`src/rtl/prefix_sum_stage_pkg.sv`:
```
// Shared constants and helpers for the parallel-prefix adder stages.
package prefix_sum_stage_pkg;

  localparam int ADDER_WIDTH = 7;
  localparam int CNT_WIDTH   = 8;
  localparam logic [CNT_WIDTH-1:0] CNT_MAX = 8'd255;

  // The delivered-result counter sticks at CNT_MAX instead of wrapping.
  function automatic logic [CNT_WIDTH-1:0] sat_inc(input logic [CNT_WIDTH-1:0] value);
    return (value == CNT_MAX) ? value : value + 1'b1;
  endfunction

endpackage

```
`src/rtl/prefix_sum_stage_carry_resolve.sv`:
```
// Final carry resolution of a prefix adder: folds cin into the group terms and
// forms sum, unsigned carry-out and signed overflow.
module carry_resolve
  import prefix_sum_stage_pkg::*;
#(
  parameter int WIDTH = ADDER_WIDTH
) (
  input  logic [WIDTH-1:0] half_sum,
  input  logic [WIDTH-1:0] grp_generate,
  input  logic [WIDTH-1:0] grp_propagate,
  input  logic             cin,
  output logic [WIDTH-1:0] sum,
  output logic             cout,
  output logic             ovf
);

  logic [WIDTH:0] carry;

  always_comb begin
    carry    = '0;
    carry[0] = cin;
    for (int i = 1; i <= WIDTH; i++) begin
      carry[i] = grp_generate[i-1] | (grp_propagate[i-1] & cin);
    end
  end

  assign sum  = half_sum ^ carry[WIDTH-1:0];
  assign cout = carry[WIDTH];
  assign ovf  = carry[WIDTH] ^ carry[WIDTH-1];

endmodule

```
`src/rtl/prefix_sum_stage.sv`:
```
// Two-stage valid/ready pipeline closing a prefix adder: stage 1 holds the
// prefix vectors, stage 2 holds the resolved sum, carry-out and overflow.
module prefix_sum_stage
  import prefix_sum_stage_pkg::*;
#(
  parameter int WIDTH = ADDER_WIDTH
) (
  input  logic                 clk,
  input  logic                 rst_n,
  input  logic                 in_valid,
  output logic                 in_ready,
  input  logic [WIDTH-1:0]     half_sum,
  input  logic [WIDTH-1:0]     grp_generate,
  input  logic [WIDTH-1:0]     grp_propagate,
  input  logic                 cin,
  output logic                 out_valid,
  input  logic                 out_ready,
  output logic [WIDTH-1:0]     sum,
  output logic                 cout,
  output logic                 ovf,
  output logic [CNT_WIDTH-1:0] result_cnt
);

  logic             s1_valid;
  logic [WIDTH-1:0] s1_half;
  logic [WIDTH-1:0] s1_gen;
  logic [WIDTH-1:0] s1_prop;
  logic             s1_cin;
  logic             s2_valid;
  logic             s1_load;
  logic             s2_load;

  logic [WIDTH-1:0] res_sum;
  logic             res_cout;
  logic             res_ovf;

  // An empty stage 2 always loads, so bubbles collapse even under backpressure.
  assign s2_load   = !s2_valid | out_ready;
  assign s1_load   = !s1_valid | s2_load;
  assign in_ready  = s1_load;
  assign out_valid = s2_valid;

  carry_resolve #(
    .WIDTH(WIDTH)
  ) u_carry_resolve (
    .half_sum      (s1_half),
    .grp_generate  (s1_gen),
    .grp_propagate (s1_prop),
    .cin           (s1_cin),
    .sum           (res_sum),
    .cout          (res_cout),
    .ovf           (res_ovf)
  );

  // Data is captured only with in_valid, so idle or X inputs never reach state.
  always_ff @(posedge clk or negedge rst_n) begin
    if (!rst_n) begin
      s1_valid <= 1'b0;
      s1_half  <= '0;
      s1_gen   <= '0;
      s1_prop  <= '0;
      s1_cin   <= 1'b0;
    end else if (s1_load) begin
      s1_valid <= in_valid;
      if (in_valid) begin
        s1_half <= half_sum;
        s1_gen  <= grp_generate;
        s1_prop <= grp_propagate;
        s1_cin  <= cin;
      end
    end
  end

  always_ff @(posedge clk or negedge rst_n) begin
    if (!rst_n) begin
      s2_valid <= 1'b0;
      sum      <= '0;
      cout     <= 1'b0;
      ovf      <= 1'b0;
    end else if (s2_load) begin
      s2_valid <= s1_valid;
      if (s1_valid) begin
        sum  <= res_sum;
        cout <= res_cout;
        ovf  <= res_ovf;
      end
    end
  end

  always_ff @(posedge clk or negedge rst_n) begin
    if (!rst_n) begin
      result_cnt <= '0;
    end else if (s2_valid && out_ready) begin
      result_cnt <= sat_inc(result_cnt);
    end
  end

endmodule

```
`config.mk`:
```
export PLATFORM = sky130hd
export DESIGN_NAME = prefix_sum_stage
export DESIGN_NICKNAME = d
export VERILOG_FILES = /design/src/rtl/prefix_sum_stage_pkg.sv /design/src/rtl/prefix_sum_stage_carry_resolve.sv /design/src/rtl/prefix_sum_stage.sv
export SDC_FILE = /design/constraint.sdc
export NUM_CORES = 1
export LEC_CHECK = 0
export ABC_CLOCK_PERIOD_IN_PS = 1550
export BUFFER_PORTS_ARGS = -buffer_cell sky130_fd_sc_hd__buf_4
export CAP_MARGIN = 20
export CORE_ASPECT_RATIO = 1.5
export CORE_MARGIN = 2
export CORE_UTILIZATION = 40
export DETAILED_ROUTE_END_ITERATION = 8
export PLACE_DENSITY_LB_ADDON = 0.12
export RECOVER_POWER = 50
export SYNTH_ARGS = -nofsm -noshare
export SYNTH_HDL_FRONTEND = slang
export SYNTH_HIERARCHICAL = 1
export SYNTH_SLANG_ARGS = --single-unit
```
`constraint.sdc`:
```
create_clock -name clk -period 1.55 [get_ports clk]
set_input_delay 0 -clock clk [delete_from_list [all_inputs] [get_ports clk]]
set_output_delay 0 -clock clk [all_outputs]
set_load 0.02 [all_outputs]
```
# Word level (Yosys, flattened, before mapping)
# Index checks and enable logic that the tools add are counted.
dict set report word_totals {
  register_bits 41
  inputBits 26
}
dict set report classes {
  n_addsub 1
  eq_ne 1
  bitwise 19
  reduce_logical 6
}
# op n
set ops {}
lappend ops {{OR 1 bit} 9}
lappend ops {{adder 8 x 1 -> 8 bit, second input constant} 1}
lappend ops {{equality test 8 bit, second input constant} 1}
lappend ops {{AND 1 bit} 7}
lappend ops {{bitwise XOR 7 bit} 1}
lappend ops {{AND reduction 2 bit} 3}
lappend ops {{logical NOT 1 bit} 2}
lappend ops {{logical AND 1 bit} 1}
lappend ops {{NOT 1 bit} 1}
lappend ops {{bitwise XOR 1 bit} 1}

# Depth between registers and ports, before layout
# Gate-level depths: netlist (run 1).
dict set report depth {
  word_depth 4
  mapped_depth 5
}

# Hierarchy
# The synthesis (run 1) kept the hierarchy.
# mod n_inst cells_per_inst area_per_inst_um2 seq_area_each_um2
set by_module_without_submodules {}
lappend by_module_without_submodules {prefix_sum_stage 1 105 1625.3 1026.0}
lappend by_module_without_submodules {carry_resolve 1 19 168.9 0.0}

# Least setup slack after synthesis (run 1)
# OpenSTA, ideal clock, no wires.
dict set report synth_timing {
  kind {flip-flop to flip-flop}
  from {register s2_valid, in the netlist out_valid}
  to {register s1_prop[5]}
  arrival_ps 1334
  required_time_ps 1423
  slack_ps 89
  path_stages_with_launch 5
  path_buffers 1
  synth_period_minus_slack_ps 1461
  path_cell_list {dfrtp_1 > nand3b_2 > nand2_2 > buf_6 > mux2_1}
}
dict set report synth_via {
  elab_chain_cells 4
}
# item line_no
set synth_lines {}
lappend synth_lines {{start, declared} prefix_sum_stage.sv:29} ;# logic s2_valid;
lappend synth_lines {{start signal, assigned} prefix_sum_stage.sv:81} ;# s2_valid <= s1_valid;
lappend synth_lines {{logical NOT 1 bit} prefix_sum_stage.sv:38} ;# assign s2_load = !s2_valid | out_ready;
lappend synth_lines {{OR 1 bit} prefix_sum_stage.sv:38}
lappend synth_lines {{OR 1 bit} prefix_sum_stage.sv:39} ;# assign s1_load = !s1_valid | s2_load;
lappend synth_lines {{via in_ready} prefix_sum_stage.sv:11} ;# output logic in_ready,
lappend synth_lines {{AND reduction 2 bit (no line)} --}
lappend synth_lines {{end signal, assigned} prefix_sum_stage.sv:68} ;# s1_prop <= grp_propagate;
lappend synth_lines {{end, declared} prefix_sum_stage.sv:27} ;# logic [WIDTH-1:0] s1_prop;
# The timed path passes the listed nets, and every way through them passes these cells.
# A chain may end at the register's enable or synchronous reset.

# Worst setup path in the final report (run 1)
dict set report layout_timing {
  from {register result_cnt[0]}
  to {register result_cnt[1]}
}
dict set report layout_via {
  elab_chain_cells 3
  elab_cells_between_ends 4
  classes_between {add/sub: 1; eq/ne: 1; bitwise: 1; reduce/logical: 1}
}
# item line_no
set layout_lines {}
lappend layout_lines {{start, declared} prefix_sum_stage.sv:21} ;# output logic [CNT_WIDTH-1:0] result_cnt
lappend layout_lines {{start signal, assigned} prefix_sum_stage.sv:94} ;# result_cnt <= sat_inc(result_cnt);
lappend layout_lines {{parallel branches: the longest is 3 deep, another holds adder 8 x 1 -> 8 bit} --}
# Several ways; the timed one is not identified.

==> results of run 1 <==
==> worst max-delay path, delay by kind of cell (launching register included) <==
kind                     cells  cell delay [ns]
adder cells (fa/ha/maj)      1             0.19
flip-flops                   1             0.41
multiplexers                 1             0.34
AND/OR/NAND/NOR              1             0.14
AO/OA/AOI/OAI                1             0.20
==> Yosys cell counts <==
| cell type | number |
|---|---|
| a31oi_1 | 3 |
| nand3_4 | 1 |
| o21ai_1 | 1 |
| dfrtp_1 | 41 |
| nand3_1 | 2 |
| a2bb2oi_2 | 1 |
| nand2_2 | 2 |
| o21ai_0 | 1 |
| xor2_1 | 1 |
| nand2b_1 | 3 |
| inv_1 | 1 |
| and3b_1 | 1 |
| a21oi_4 | 1 |
| mux2_2 | 11 |
| buf_6 | 3 |
| mux2_1 | 21 |
| o21bai_2 | 1 |
| nor2_1 | 4 |
| o2111ai_1 | 1 |
| a21oi_1 | 2 |
| and3_4 | 1 |
| nand2_1 | 2 |
| nand3b_2 | 1 |
| a21oi_2 | 6 |
| nor2b_1 | 1 |
| ha_1 | 1 |
| xnor2_1 | 10 |
==> sequential cells by signal, summed over array words and instances, names as in the netlist <==
signal      flops
sum             7
ovf             1
s1_half         7
s1_valid        1
out_valid       1
s1_prop         7
cout            1
result_cnt      8
s1_gen          7
s1_cin          1
==> routing by layer <==
metal	share of wire, %	vias up	global-route usage [%]
li1	-	580	-
met1	39	600	16.5
met2	55	35	26.5
met3	4.7	4	3.62
met4	1.3	0	6.20
met5	0	-	0
==> how the worst max path moves through the flow <==
stage | depth (start not counted) | slack, ns | end | startpoint
2_1_floorplan | 4 | 0.09 | s1_prop[5] | out_valid
3_3_place_gp | 3 | 0.21 | ovf | s1_cin
3_5_place_dp | 4 | 0.17 | result_cnt[1] | result_cnt[3]
4_1_cts | 4 | 0.16 | result_cnt[1] | result_cnt[3]
5_1_grt | 4 | 0.03 | result_cnt[1] | result_cnt[0]
6_report | 4 | 0.15 | result_cnt[1] | result_cnt[0]
==> what timing repair did <==
item	4_1_cts	5_1_grt
hold buffers	24	0
endpoints found under the setup margin	0	1
gates resized for setup	0	1
endpoints found under the hold margin	64	0
==> per-stage QoR <==
stage | power, mW | worst slack [ns] | instance area (sq um) | cells | utilization (%)
2_1_floorplan | 2.22 | 0.0887 | 1790 | 124 | -
3_3_place_gp | 2.65 | 0.208 | 2170 | 212 | 50.6
3_5_place_dp | 2.70 | 0.165 | 2170 | 212 | 50.6
4_1_cts | 3.51 | 0.156 | 2510 | 244 | 58.6
5_1_grt | 3.61 | 0.0350 | 2480 | 244 | 58.0
6_report | 3.41 | 0.154 | 2480 | 244 | 58.0
==> power by group <==
group          switching [mW]  internal [mW]
clock network           0.352          0.402
logic                   0.543          0.536
registers               0.235           1.34
==> logic make-up (layout without fill, tap and decap cells) <==
kind of cell / after synthesis / after routing / share of synthesized area [%]
compound gates: 17 / 17 / 7.95
xor+xnor: 11 / 11 / 5.37
fa+ha+maj: 1 / 1 / 0.697
buf+inv: 4 / 78 / 2.09
flops: 41 / 41 / 57.2
mux: 32 / 32 / 20.1
simple gates: 18 / 18 / 6.63
==> cell type report <==
class,instances,area share (%)
clock buffers,7,3.88
clock inverters,1,0.202
inverters,1,0.151
multi-input cells,79,29.5
flip-flops and latches,41,41.3
well taps,46,2.32
repair buffers,69,22.6
==> impl_metrics.py, run 1 <==
metrics = {
    "clock_network": {
        "clk_path_buf_depth": 2,
        "tritoncts": "yes",
        "htreeDepth": 2,
        "cts_buffers": 5,
        "post-cts-setup-buffers": 0,
        "clock-root-buffer": "clkbuf_8",
        "cts_sinks": 41,
        "clk_latency_ns": 0.29,
        "clk_pin_slew_ns": 0.08,
    },
    "global_route": {
        "grt_pass1_vias": 1258,
        "gr-total-overflow": 0,
        "grt_pass1_wl_mm": 5.63,
        "grt_start_max_net_pins": 42,
        "grt_use_total_pct": 14.9,
        "antenna_found_initial": 0,
    },
    "place": {
        "finalWeightedCongestion": 0.814,
        "dp_hpwl_mm": 2.37,
        "port_buffers": 44,
    },
    "detailed_routing": {
        "dr.pass1.iters": 6,
        "vias": 1219,
        "drtIter0Drc": 45,
        "drc_errors": 4,
        "routed_wl_mm": 3.39,
        "wl_per_cell_um": 13.9,
        "drtAntennaViolNets": 0,
        "via_per_inst": 5.00,
    },
    "worst_hold_path": {
        "hold_end": "out_valid",
        "hold_path_depth": 3,
        "worstHoldStart": "out_ready",
        "hold_path_class": "primary input to flop",
    },
    "worst_setup_path": {
        "slowest_stage": "dfrtp_1",
        "worstPathRequired_ns": 1.73,
        "path_class": "flop to flop",
        "worstSetupStartpointType": "flop",
        "cp-end-kind": "flop",
        "reg2reg_depth": 4,
        "cp.arrival_ns": 1.57,
        "rr_startpoint": "result_cnt[0]",
        "critPathMaxFanout": 5,
        "reg2reg_setup_slack_ns": 0.15,
        "path_cells": "ha_1 -> nand2_1 -> o21bai_2 -> mux2_1",
        "timing.rr.end": "result_cnt[1]",
        "max_stage_delay_ns": 0.41,
    },
    "final_layout": {
        "synthToLayoutAreaGrowth_pct": 38.4,
        "final_layout_size_suffix_gt1_share_pct": 36.4,
        "multi_input_area_sq_um": 733,
        "insertedDiodeCount": 0,
        "layout_commonest_cell": "dfrtp_1",
        "final_nets": 224,
        "regArea_sq_um": 1030,
        "nFillCells": 375,
        "final_cell_mix": "41 x dfrtp_1, 36 x buf_4, 24 x dlygate4sd3_1",
    },
    "die": {
        "start_util_pct": 41.9,
        "die_h_um": 86.0,
        "die_area_sq_um": 5050,
        "die_w_um": 58.7,
        "rows": 29,
        "core_area_sq_um": 4280,
        "io-pin-count": 45,
    },
    "synth": {
        "synth_top_area_share_pct": 57.2,
        "yosys.area.top_type": "dfrtp_1",
        "synth-seq-cells": 41,
        "synth_warnings": 6,
        "yosysSeqAreaShare_pct": 57.2,
        "ys_types": 27,
        "netlist_area_sq_um": 1790,
        "syn_avg_cell_area_sq_um": 14.5,
        "synthTopCellsByArea": "dfrtp_1 57%, mux2_1 13%, mux2_2 6.9%",
        "synth.net_count": 151,
        "postSynthCellCount": 124,
    },
    "pwr": {
        "cellLeakagePower_nw": 1.08,
        "power_density_nw_per_um2": 1370,
        "ir_drop_mv": 0.775,
    },
    "timing": {
        "max_freq_ghz": 0.716,
        "maxSlewHeadroom_pct": 33.6,
        "fin_crit_ns": 1.40,
        "finalHoldViolCount": 0,
        "tns_ns": 0,
        "fin_crit_sh_pct": 90.1,
        "tightest_slew_ns": 0.995,
        "finalSetupViolations": 0,
        "final_max_slew_viol_count": 0,
        "rsz0062_at_grt": "false",
        "hold_slack_ns": 0.0299,
        "clock_skew_ns": 0.00586,
    },
    "outcome": {
        "status": "finished with violations",
        "violations": "design-rule violations",
    },
    "flow_run": {
        "maxCapViolations": 0,
    },
}
No activity file was read; power rests on OpenSTA's default activity.
==> run 2, diff against run 1 <==
Settings changed: CORE_UTILIZATION 40 to 52.
==> run 2 against run 1 <==
Register-to-register slack is essentially flat. First-iteration DRC count is 71% lower. Cell count decreased by 1.6%. Design area decreased by 1.2%. Non-clock buffer count unchanged. Combinational power is essentially flat. Critical path depth up 1. Via count is 1.1% higher. Setup slack got worse by 0.0098 ns. The flow now finishes without violations. Count of clock-buffer cells in the layout is 1 higher. Power shrank 3.4%. Fmax fell by 0.70%.
==> impl_metrics.py, run 2 (synthesis results as in run 1) <==
metrics = {
    "final_layout": {
        "insertedDiodeCount": 0,
        "final_nets": 224,
        "final_layout_size_suffix_gt1_share_pct": 34.3,
        "layout_commonest_cell": "dfrtp_1",
        "stdcell_area_sq_um": 2450,
        "final_cell_mix": "41 x dfrtp_1, 36 x buf_4, 24 x dlygate4sd3_1",
        "largest-register": "result_cnt",
        "largest_reg_flops": 8,
        "synthToLayoutAreaGrowth_pct": 36.8,
    },
    "clock_network": {
        "post-cts-setup-buffers": 0,
        "clk_pin_slew_ns": 0.07,
        "tritoncts": "yes",
        "clk_path_buf_depth": 2,
        "cts_sinks": 41,
        "ctsResizeCount": 0,
        "clk_latency_ns": 0.28,
        "clock-root-buffer": "clkbuf_8",
        "htreeDepth": 2,
        "cts_buffers": 5,
    },
    "die": {
        "die_h_um": 75.9,
        "die_w_um": 52.0,
        "start_util_pct": 53.5,
        "die_area_sq_um": 3950,
        "io-pin-count": 45,
        "rows": 26,
        "core_area_sq_um": 3350,
    },
    "detailed_routing": {
        "drc_errors": 0,
        "dr.pass1.iters": 4,
        "wl_per_cell_um": 14.0,
        "vias": 1232,
        "routed_wl_mm": 3.37,
        "drtIter0Drc": 13,
        "drtAntennaViolNets": 0,
        "via_per_inst": 5.13,
    },
    "worst_setup_path": {
        "path_class": "flop to flop",
        "worstSetupStartpointType": "flop",
        "cp.arrival_ns": 1.57,
        "critPathMaxFanout": 5,
        "worstPathRequired_ns": 1.72,
        "cp-end-kind": "flop",
    },
    "timing": {
        "tns_ns": 0,
        "finalSetupViolations": 0,
        "maxSlewHeadroom_pct": 34.8,
        "rsz0062_at_grt": "false",
        "finalHoldViolCount": 0,
        "clock_skew_ns": 0.00583,
        "fin_crit_ns": 1.41,
        "max_freq_ghz": 0.711,
        "final_max_slew_viol_count": 0,
        "fin_crit_sh_pct": 90.7,
        "tightest_slew_ns": 0.978,
        "hold_slack_ns": 0.0433,
    },
    "global_route": {
        "grt_start_max_net_pins": 42,
        "grt_pass1_vias": 1320,
        "gr-total-overflow": 0,
        "grt_use_total_pct": 19.3,
        "grt_pass1_wl_mm": 5.64,
        "antenna_found_initial": 0,
    },
    "pwr": {
        "switchingPower_mw": 1.10,
        "combPwrFrac_pct": 32.8,
        "power_density_nw_per_um2": 1340,
        "cellLeakagePower_nw": 1.07,
        "p_int_mw": 2.19,
        "seq_power_share_pct": 47.7,
        "ir_drop_mv": 0.982,
        "switching_share_pct": 33.4,
        "clkPwrFrac_pct": 19.5,
    },
    "place": {
        "port_buffers": 44,
        "finalWeightedCongestion": 0.693,
        "placed_area_sq_um": 2160,
        "dp_hpwl_mm": 2.29,
    },
    "outcome": {
        "status": "finished clean",
    },
    "worst_hold_path": {
        "hold_path_class": "primary input to flop",
    },
    "flow_run": {
        "maxCapViolations": 0,
    },
}
-- run 2: worst max-delay path, cell delays in order, from the launching register on --
cell and delay [ns]:
dfrtp_1 0.40, ha_1 0.19, nand2_1 0.13, nor2_1 0.26, nand3_1 0.15, xnor2_1 0.15
-- run 2: final timing paths --
check                         startpoint            end  slack [ns]  cells after the start
max in group asynchronous          rst_n      out_valid        0.55                      2
setup / recovery           result_cnt[0]  result_cnt[4]        0.14                      5
setup reg to reg           result_cnt[0]  result_cnt[4]        0.14                      5
hold / removal                 out_ready      out_valid        0.04                      3
min in group asynchronous          rst_n           cout        0.40                      2
hold reg to reg                   sum[3]         sum[3]        0.50                      1
-- run 2: routing by layer --
metal  vias up  GRT usage [%]  part of all wire, %
met4         0           6.32                  1.4
met3         6           5.31                  3.7
met1       613           19.2                   37
met5         -              0                    0
met2        30           36.1                   58
li1        583              -                    -
-- run 2: repair_timing --
action,CTS,global route
endpoints found under the hold margin,64,0
endpoints found under the setup margin,0,0
hold buffers,24,0
-- run 2: cell type report --
class | count | area (sq um)
Multi-Input combinational cell | 79 | 731
Timing Repair Buffer | 69 | 562
Tap cell | 42 | 52.6
Inverter | 1 | 3.75
Fill cell | 231 | 896
Clock buffer | 8 | 80.1
Sequential cell | 41 | 1030
-- run 2: power by group through the flow --
stage                     clock network [mW]  logic (mW)  registers, mW
after CTS                              0.674        1.16           1.57
after global routing                   0.717        1.16           1.61
after floorplan                            0       0.457           1.77
after detailed placement                   0        1.11           1.59
after global placement                     0        1.08           1.57
final                                  0.642        1.08           1.57
-- run 2: per-stage QoR --
stage	cells	worst slack (ns)	total power, mW	utilization [%]
5_1_grt	240	0.00626	3.49	73.3
4_1_cts	240	0.140	3.41	74.1
3_5_place_dp	208	0.151	2.70	64.6
2_1_floorplan	124	0.0887	2.22	-
6_report	240	0.144	3.29	73.3
3_3_place_gp	208	0.212	2.65	64.6
==> run 3, diff against run 2 <==
--- a/config.mk
+++ b/config.mk
@@ -11,3 +11,3 @@
 export CORE_ASPECT_RATIO = 1.5
-export CORE_MARGIN = 2
+export CORE_MARGIN = 5
 export CORE_UTILIZATION = 52
--- a/constraint.sdc
+++ b/constraint.sdc
@@ -3,2 +3,2 @@
 set_output_delay 0 -clock clk [all_outputs]
-set_load 0.02 [all_outputs]
+set_load 0.01 [all_outputs]
==> run 3 against run 2 <==
First-iteration DRC count increased to 4.0 times the previous value. Power decreased by 5.2%. Sequential share of layout area increased by 0.11 points. Core utilization decreased by 0.89 points. Count of clock-buffer cells in the layout decreased by 3. Non-clock buffer count unchanged. Register-to-register slack about the same. Global-route usage decreased by 2.0 points. Critical path type unchanged. Critical endpoint is now result_cnt[1].
==> impl_metrics.py, run 3 (synthesis results as in run 1) <==
metrics = {
    "outcome": {
        "status": "finished clean",
    },
    "place": {
        "port_buffers": 44,
        "place_inst": 208,
        "dp_hpwl_mm": 2.50,
        "placed_area_sq_um": 2160,
        "finalWeightedCongestion": 0.852,
    },
    "pwr": {
        "fin_total_pwr_mw": 3.12,
        "power_density_nw_per_um2": 1270,
        "ir_drop_mv": 0.949,
        "cellLeakagePower_nw": 1.07,
    },
    "die": {
        "die_h_um": 81.9,
        "start_util_pct": 53.0,
        "io-pin-count": 45,
        "die_area_sq_um": 4750,
        "rows": 26,
        "die_w_um": 58.0,
        "core_area_sq_um": 3380,
    },
    "final_layout": {
        "layout_commonest_cell": "dfrtp_1",
        "insertedDiodeCount": 0,
        "largest_reg_flops": 8,
        "regArea_sq_um": 1030,
        "final_nets": 224,
        "nFillCells": 244,
        "largest-register": "result_cnt",
        "final_layout_size_suffix_gt1_share_pct": 35.2,
        "final_cell_mix": "41 x dfrtp_1, 36 x buf_4, 24 x dlygate4sd3_1",
        "final_cells": 238,
        "stdcell_area_sq_um": 2450,
        "synthToLayoutAreaGrowth_pct": 36.5,
        "multi_input_area_sq_um": 731,
    },
    "detailed_routing": {
        "via_per_inst": 5.15,
        "drc_errors": 0,
        "wl_per_cell_um": 14.7,
        "routed_wl_mm": 3.50,
        "vias": 1226,
        "dr.pass1.iters": 4,
        "drtAntennaViolNets": 0,
        "drtIter0Drc": 52,
    },
    "clock_network": {
        "htreeDepth": 2,
        "clock-root-buffer": "clkbuf_8",
        "cts_sinks": 41,
        "clk_latency_ns": 0.28,
        "cts_buffers": 5,
        "clk_pin_slew_ns": 0.07,
        "tritoncts": "yes",
        "clk_path_buf_depth": 2,
    },
    "worst_setup_path": {
        "cp-end-kind": "flop",
        "path_class": "flop to flop",
        "path_cells": "ha_1 -> nand2_1 -> o21bai_2 -> mux2_1",
        "reg2reg_depth": 4,
        "critPathLaunch": "result_cnt[0]",
        "critPathMaxFanout": 5,
        "worstPathRequired_ns": 1.72,
        "endpoint": "result_cnt[1]",
        "rr_startpoint": "result_cnt[0]",
        "max_stage_delay_ns": 0.41,
        "reg2reg_setup_slack_ns": 0.14,
        "slowest_stage": "dfrtp_1",
        "cp.arrival_ns": 1.57,
        "worstSetupStartpointType": "flop",
        "timing.rr.end": "result_cnt[1]",
    },
    "global_route": {
        "antenna_found_initial": 0,
        "gr-total-overflow": 0,
        "grt_pass1_wl_mm": 6.22,
        "grt_pass1_vias": 1375,
        "grt_start_max_net_pins": 42,
        "grt_use_total_pct": 17.2,
    },
    "timing": {
        "finalSetupViolations": 0,
        "finalHoldViolCount": 0,
        "final_max_slew_viol_count": 0,
        "maxSlewHeadroom_pct": 35.8,
        "fin_crit_ns": 1.41,
        "tightest_slew_ns": 0.963,
        "hold_slack_ns": 0.0484,
        "fin_crit_sh_pct": 90.7,
        "clock_skew_ns": 0.00366,
        "rsz0062_at_grt": "false",
        "tns_ns": 0,
        "max_freq_ghz": 0.711,
    },
    "flow_run": {
        "maxCapViolations": 0,
    },
    "worst_hold_path": {
        "hold_path_class": "primary input to flop",
    },
}
==> run 3: layout make-up <==
type	count	share of cell area [%]
sequential	41	41.9
tap	42	2.15
timing repair buffer	69	22.9
clock inverter	1	0.204
clock buffer	5	2.81
inverter	1	0.153
multi-input combinational	79	29.8
==> run 3: report_power, final <==
group          switching [mW]  leakage, nW  internal (mW)  total [mW]
Combinational           0.399        0.545          0.531       0.931
Clock                   0.323       0.0399          0.296       0.618
Sequential              0.231        0.482           1.34        1.57
==> run 3: per-stage QoR <==
stage | setup slack (ns) | util (%)
2_1_floorplan | 0.181 | -
3_3_place_gp | 0.212 | 63.9
3_5_place_dp | 0.146 | 63.9
4_1_cts | 0.137 | 73.2
5_1_grt | 0.0392 | 72.4
6_report | 0.144 | 72.4
==> run 3: critical path, delay by kind of cell (launching register included) <==
| kind | cells | cell delay (ns) |
|---|---|---|
| mux | 1 | 0.33 |
| simple gates | 1 | 0.14 |
| fa+ha+maj | 1 | 0.20 |
| flops | 1 | 0.41 |
| compound gates | 1 | 0.21 |
==> run 3: timing repair <==
action,in CTS,in global routing
setup buffers,0,0
hold buffers,24,0
endpoints found under the hold margin,64,0
resized for setup,0,0
endpoints found under the setup margin,0,0
==> run 3: worst min-delay path by stage <==
stage,cells past startpoint,startpoint,end
final,3,out_ready,out_valid
after global routing,3,out_ready,s1_valid
after CTS,3,out_ready,out_valid
after detailed placement,1,rst_n,result_cnt[5]
after global placement,1,rst_n,result_cnt[6]
after floorplan,0,rst_n,cout
==> run 3: layer usage <==
layer | GRT usage (%) | wire [um]
met1 | 19.9 | 1350
met2 | 30.2 | 1860
met3 | 3.93 | 212
met4 | 7.66 | 85
met5 | 0 | 0
